[src/rtl/tl_source_echo_responder.sv]
// In-order TileLink-style A/D responder stub: echoes a_source, Put writes and Get reads one data register.
// Optional macro TL_RESPONDER_STALL_EN adds LFSR-driven pseudo-random A-channel backpressure.
module tl_source_echo_responder #(
  parameter int SOURCE_W = 4,
  parameter int DATA_W   = 32,
  parameter int DEPTH    = 4,
  parameter int LATENCY  = 2
) (
  input  logic                       clock,
  input  logic                       reset_n,
  input  logic                       a_valid,
  output logic                       a_ready,
  input  logic                       a_opcode,
  input  logic [SOURCE_W-1:0]        a_source,
  input  logic [DATA_W-1:0]          a_data,
  output logic                       d_valid,
  input  logic                       d_ready,
  output logic                       d_opcode,
  output logic [SOURCE_W-1:0]        d_source,
  output logic [DATA_W-1:0]          d_data,
  output logic                       busy,
  output logic [$clog2(DEPTH):0]     outstanding
);

  localparam int PW = $clog2(DEPTH);
  localparam int CW = PW + 1;
  localparam logic [3:0] CD_INIT = 4'(LATENCY - 1);

  logic [PW-1:0]       wr_ptr_q, wr_ptr_d;
  logic [PW-1:0]       rd_ptr_q, rd_ptr_d;
  logic [CW-1:0]       count_q, count_d;
  logic [DATA_W-1:0]   data_reg_q, data_reg_d;

  // Each entry holds the ready-to-send response (d_opcode, not a_opcode) plus its age countdown.
  logic                ent_op_q   [DEPTH];
  logic                ent_op_d   [DEPTH];
  logic [SOURCE_W-1:0] ent_src_q  [DEPTH];
  logic [SOURCE_W-1:0] ent_src_d  [DEPTH];
  logic [DATA_W-1:0]   ent_data_q [DEPTH];
  logic [DATA_W-1:0]   ent_data_d [DEPTH];
  logic [3:0]          ent_cd_q   [DEPTH];
  logic [3:0]          ent_cd_d   [DEPTH];

  logic full, enq, deq;

  // Handshakes: a transfer happens on a rising edge where valid & ready; a valid
  // source holds its payload stable until then, and ready never depends on valid.
  assign full = (count_q == CW'(DEPTH));

`ifdef TL_RESPONDER_STALL_EN
  logic [7:0] lfsr_q, lfsr_d;
  assign lfsr_d  = {lfsr_q[6:0], lfsr_q[7] ^ lfsr_q[5] ^ lfsr_q[4] ^ lfsr_q[3]};
  assign a_ready = !full && !lfsr_q[0];
`else
  assign a_ready = !full;
`endif

  assign d_valid     = (count_q != '0) && (ent_cd_q[rd_ptr_q] == 4'd0);
  assign d_opcode    = d_valid ? ent_op_q[rd_ptr_q]   : 1'b0;
  assign d_source    = d_valid ? ent_src_q[rd_ptr_q]  : '0;
  assign d_data      = d_valid ? ent_data_q[rd_ptr_q] : '0;
  assign busy        = (count_q != '0);
  assign outstanding = count_q;

  assign enq = a_valid && a_ready;
  assign deq = d_valid && d_ready;

  always_comb begin
    wr_ptr_d   = wr_ptr_q;
    rd_ptr_d   = rd_ptr_q;
    count_d    = count_q;
    data_reg_d = data_reg_q;
    ent_op_d   = ent_op_q;
    ent_src_d  = ent_src_q;
    ent_data_d = ent_data_q;
    ent_cd_d   = ent_cd_q;

    // Ageing runs regardless of D backpressure.
    for (int i = 0; i < DEPTH; i++) begin
      if (ent_cd_q[i] != 4'd0) ent_cd_d[i] = ent_cd_q[i] - 4'd1;
    end

    if (enq) begin
      ent_op_d[wr_ptr_q]   = !a_opcode;
      ent_src_d[wr_ptr_q]  = a_source;
      ent_data_d[wr_ptr_q] = a_opcode ? '0 : data_reg_q;
      ent_cd_d[wr_ptr_q]   = CD_INIT;
      wr_ptr_d             = wr_ptr_q + PW'(1);
      if (a_opcode) data_reg_d = a_data;
    end

    if (deq) rd_ptr_d = rd_ptr_q + PW'(1);

    case ({enq, deq})
      2'b10:   count_d = count_q + CW'(1);
      2'b01:   count_d = count_q - CW'(1);
      default: count_d = count_q;
    endcase
  end

  always_ff @(posedge clock or negedge reset_n) begin
    if (!reset_n) begin
      wr_ptr_q   <= '0;
      rd_ptr_q   <= '0;
      count_q    <= '0;
      data_reg_q <= '0;
      for (int i = 0; i < DEPTH; i++) begin
        ent_op_q[i]   <= 1'b0;
        ent_src_q[i]  <= '0;
        ent_data_q[i] <= '0;
        ent_cd_q[i]   <= 4'd0;
      end
`ifdef TL_RESPONDER_STALL_EN
      lfsr_q <= 8'hA5;
`endif
    end else begin
      wr_ptr_q   <= wr_ptr_d;
      rd_ptr_q   <= rd_ptr_d;
      count_q    <= count_d;
      data_reg_q <= data_reg_d;
      ent_op_q   <= ent_op_d;
      ent_src_q  <= ent_src_d;
      ent_data_q <= ent_data_d;
      ent_cd_q   <= ent_cd_d;
`ifdef TL_RESPONDER_STALL_EN
      lfsr_q <= lfsr_d;
`endif
    end
  end

endmodule

[config.mk]
export PLATFORM = sky130hd
export DESIGN_NAME = tl_source_echo_responder
export DESIGN_NICKNAME = d
export VERILOG_FILES = /design/src/rtl/tl_source_echo_responder.sv
export SDC_FILE = /design/constraint.sdc
export NUM_CORES = 1
export LEC_CHECK = 0
export BUFFER_PORTS_ARGS = -buffer_cell sky130_fd_sc_hd__buf_2
export CAP_MARGIN = 20
export CORE_ASPECT_RATIO = 2
export CORE_MARGIN = 1.5
export CORE_UTILIZATION = 60
export DETAILED_ROUTE_END_ITERATION = 10
export GPL_ROUTABILITY_DRIVEN = 0
export PLACE_DENSITY_LB_ADDON = 0.1
export SLEW_MARGIN = 20
export SYNTH_ARGS = -nofsm -noshare
export SYNTH_HDL_FRONTEND = slang
export SYNTH_SLANG_ARGS = --single-unit
[constraint.sdc]
create_clock -name clock -period 4.3 [get_ports clock]
set_input_delay 0.86 -clock clock [delete_from_list [all_inputs] [get_ports clock]]
set_output_delay 0.86 -clock clock [all_outputs]
set_load 0.02 [all_outputs]
==> flow_summary.toml <==
[worst_setup_path]
critPathArrivalTime_ps = 2910
cp.required_ps = 3440
path_max_fanout = 39
max_stage_delay_ps = 880
end_kind = "output pin"
critPathLaunchType = "register"
crit_type = "reg2out"
critPathSlowestCell = "mux4_2"
path_cells = "nor4_1, mux4_2, and3_1, buf_2"

[power]
p_int_mw = 4.69
p_switching_mw = 2.63
swShare = 0.360
power_frac_comb = 0.364
pwr-share-clk = 0.216
p_seq_frac = 0.420
p_leak_nw = 5.03
p_per_area_nw_per_um2 = 716
vdd_drop_max_v = 0.000410

[synthesis]
synth_cell_type_count = 31
ys_ff_latch = 203
async_flop_share = 1.00
synth_fp_nets = 871
postSynthAreaPerCell_um2 = 11.2
synthFlopType = "dfrtp_1"
syn-cell-area_um2 = 9170
yosysSeqAreaShare = 0.554
synth_edf_count = 0
syn_inst = 820
synth_warnings = 0

[clock_tree]
clock_latency_ps = 490
cts-root-buf = "clkbuf_16"
cts_htree_levels = 1
numClockSinks = 203
ctsHoldBuffers = 0
clockBufferDepth = 3
clkSlewWorstSetupHoldPaths_ps = 70
tritoncts = "done"
cts_resized = 0
post_cts_buffers = 0
numCtsBuffers = 19

[global_routing]
antenna_found_initial = 1
first_global_vias = 6727
grt.overflow.total = 0
grt_first_pass_wirelength_mm = 33.3
grt.total_usage = 0.265
grt_start_max_net_pins = 119

[sta]
setup_violations = 0
hold_viol_final = 0
period_share = 0.876
relSlewSlack = 0.368
rsz0062_at_grt = "false"
fin_tns_setup_ps = 0
fmax_ghz = 0.266
clock_skew_ps = 13.6
tightest_slew_ps = 949
period_needed_ps = 3770
slew_viol_final = 0

[die]
die_h_um = 178
fp.dieArea_um2 = 16100
fp.dieW_um = 90.4
io_pins = 84
row_count = 63
coreArea_um2 = 14900
start_util = 0.615

[job]
maxCapViolCount = 0

[place]
dp_hpwl_mm = 12.6
dp_cells = 1051
post_dp_cell_area_um2 = 9640
portBuffers = 83

[finish]
multiInputGateArea_um2 = 3740
syn_to_final_growth_pct = 11.5
drive_above_1_share = 0.230
final_nets = 928
seq_area_um2 = 5080
stdcell_area_um2 = 10200
nFillCells = 1112
finalNonFillerCells = 1083

[detailed_routing]
drc_errors = 0
drtIter0Drc = 335
drt-total-wl_mm = 20.3
vias_per_cell = 5.83
drtPass1Iterations = 4
wl_per_cell_um = 18.8
vias = 6319
postRouteAntennaNets = 0

[outcome]
outcome = "finished clean"

[hold_path]
hp-class = "reg2reg"
## through the flow
stage | util | setup slack, ps | total power, mW | hold slack, ps
5_1_grt | 0.686 | 476 | 7.80 | 501
4_1_cts | 0.686 | 572 | 7.39 | 474
3_3_place_gp | 0.647 | 993 | 5.63 | 453
2_1_floorplan | - | 1880 | 5.02 | 440
3_5_place_dp | 0.647 | 968 | 5.78 | 458
6_report | 0.686 | 534 | 7.32 | 474
## layout by cell type (no fill, tap or decap), types with 3 or more instances in the layout
| cell | n |
|---|---|
| a211oi_1 | 4 |
| a21oi_1 | 4 |
| and3_1 | 42 |
| buf_2 | 82 |
| buf_4 | 10 |
| clkbuf_1 | 3 |
| clkbuf_16 | 19 |
| clkbuf_8 | 6 |
| dfrtp_1 | 201 |
| ha_1 | 9 |
| inv_1 | 15 |
| mux2_2 | 6 |
| mux2_4 | 30 |
| mux4_2 | 38 |
| nand2_1 | 195 |
| nand2b_1 | 32 |
| nand3_2 | 4 |
| nor2_1 | 17 |
| nor3_1 | 4 |
| nor4_1 | 4 |
| o21ai_0 | 134 |
| or3_1 | 5 |
| xnor2_1 | 6 |
| xor2_1 | 3 |
## kinds of logic (layout without fill, tap and decap cells)
family,Yosys count,after routing,synth area share
other cells,0,1,0
fa+ha+maj,10,10,0.0145
compound gates,142,142,0.0786
buf+inv,73,140,0.0401
mux,75,75,0.151
simple gates,308,308,0.153
flops,203,203,0.554
xor+xnor,9,9,0.00860
## power groups by stage
stage	clock network (mW)	logic, mW	registers [mW]
final	1.58	2.67	3.08
after global routing	1.68	2.96	3.17
after CTS	1.61	2.70	3.08
after detailed placement	0	2.67	3.11
after global placement	0	2.59	3.04
after floorplan	0	2.07	2.95
## per-layer routing
metal | vias up | GRT usage | routed length [um]
met5 | - | 0 | 0
met4 | 0 | 0.123 | 826
met3 | 53 | 0.0347 | 930
met2 | 198 | 0.467 | 10800
met1 | 3166 | 0.321 | 7820
li1 | 2902 | - | -
## sequential cells by signal, summed over array words and instances, names as in the netlist
| register | flops |
|---|---|
| outstanding | 3 |
| ent_data_q | 128 |
| ent_op_q | 4 |
| ent_src_q | 16 |
| rd_ptr_q | 2 |
| data_reg_q | 32 |
| ent_cd_q | 16 |
| wr_ptr_q | 2 |
## Yosys cell counts (2+ instances only)
master | n | area [um2]
a211oi_1 | 4 | 30.0
or3_1 | 5 | 31.3
nor3_1 | 4 | 20.0
dfrtp_1 | 203 | 5080
mux2_4 | 30 | 450
buf_6 | 2 | 22.5
nor2_1 | 17 | 63.8
nor4_1 | 4 | 25.0
buf_12 | 3 | 60.1
nand2_1 | 195 | 732
mux2_2 | 6 | 67.6
a21oi_1 | 4 | 20.0
nand3_1 | 4 | 20.0
xor2_1 | 3 | 26.3
clkbuf_2 | 2 | 10.0
clkbuf_1 | 27 | 101
and3_1 | 42 | 263
buf_1 | 2 | 7.51
ha_1 | 9 | 113
mux4_2 | 38 | 856
nand4_1 | 2 | 12.5
xnor2_1 | 6 | 52.6
buf_2 | 22 | 110
o21ai_0 | 134 | 671
inv_1 | 15 | 56.3
nand2b_1 | 32 | 200
## final cells by class
type / count / area share
flip-flops and latches: 203 / 0.497
multi-input cells: 544 / 0.366
clock buffers: 27 / 0.0543
repair buffers: 94 / 0.0508
well taps: 195 / 0.0239
inverters: 15 / 0.00551
clock inverters: 4 / 0.00245
diodes: 1 / 0.000245
## path summary, 6_finish.rpt
kind                                    from             end  slack (ps)  cells past startpoint
worst max-delay path             ent_cd_q[0]       d_data[8]         530                      4
worst min-delay path            ent_src_q[5]    ent_src_q[5]         470                      2
worst max register to register   ent_cd_q[0]  outstanding[2]         860                      9
worst min register to register  ent_src_q[5]    ent_src_q[5]         470                      2
max in group asynchronous            reset_n  ent_data_q[52]        2820                      2
min in group asynchronous            reset_n   ent_data_q[1]         510                      1
## critical path, delay by kind of cell, from the launching register on
kind	cells	cell delay [ps]
multiplexers	1	880
flip-flops	1	430
buffers and inverters	1	180
AND/OR/NAND/NOR	2	910
(Power assumes the default switching activity.)
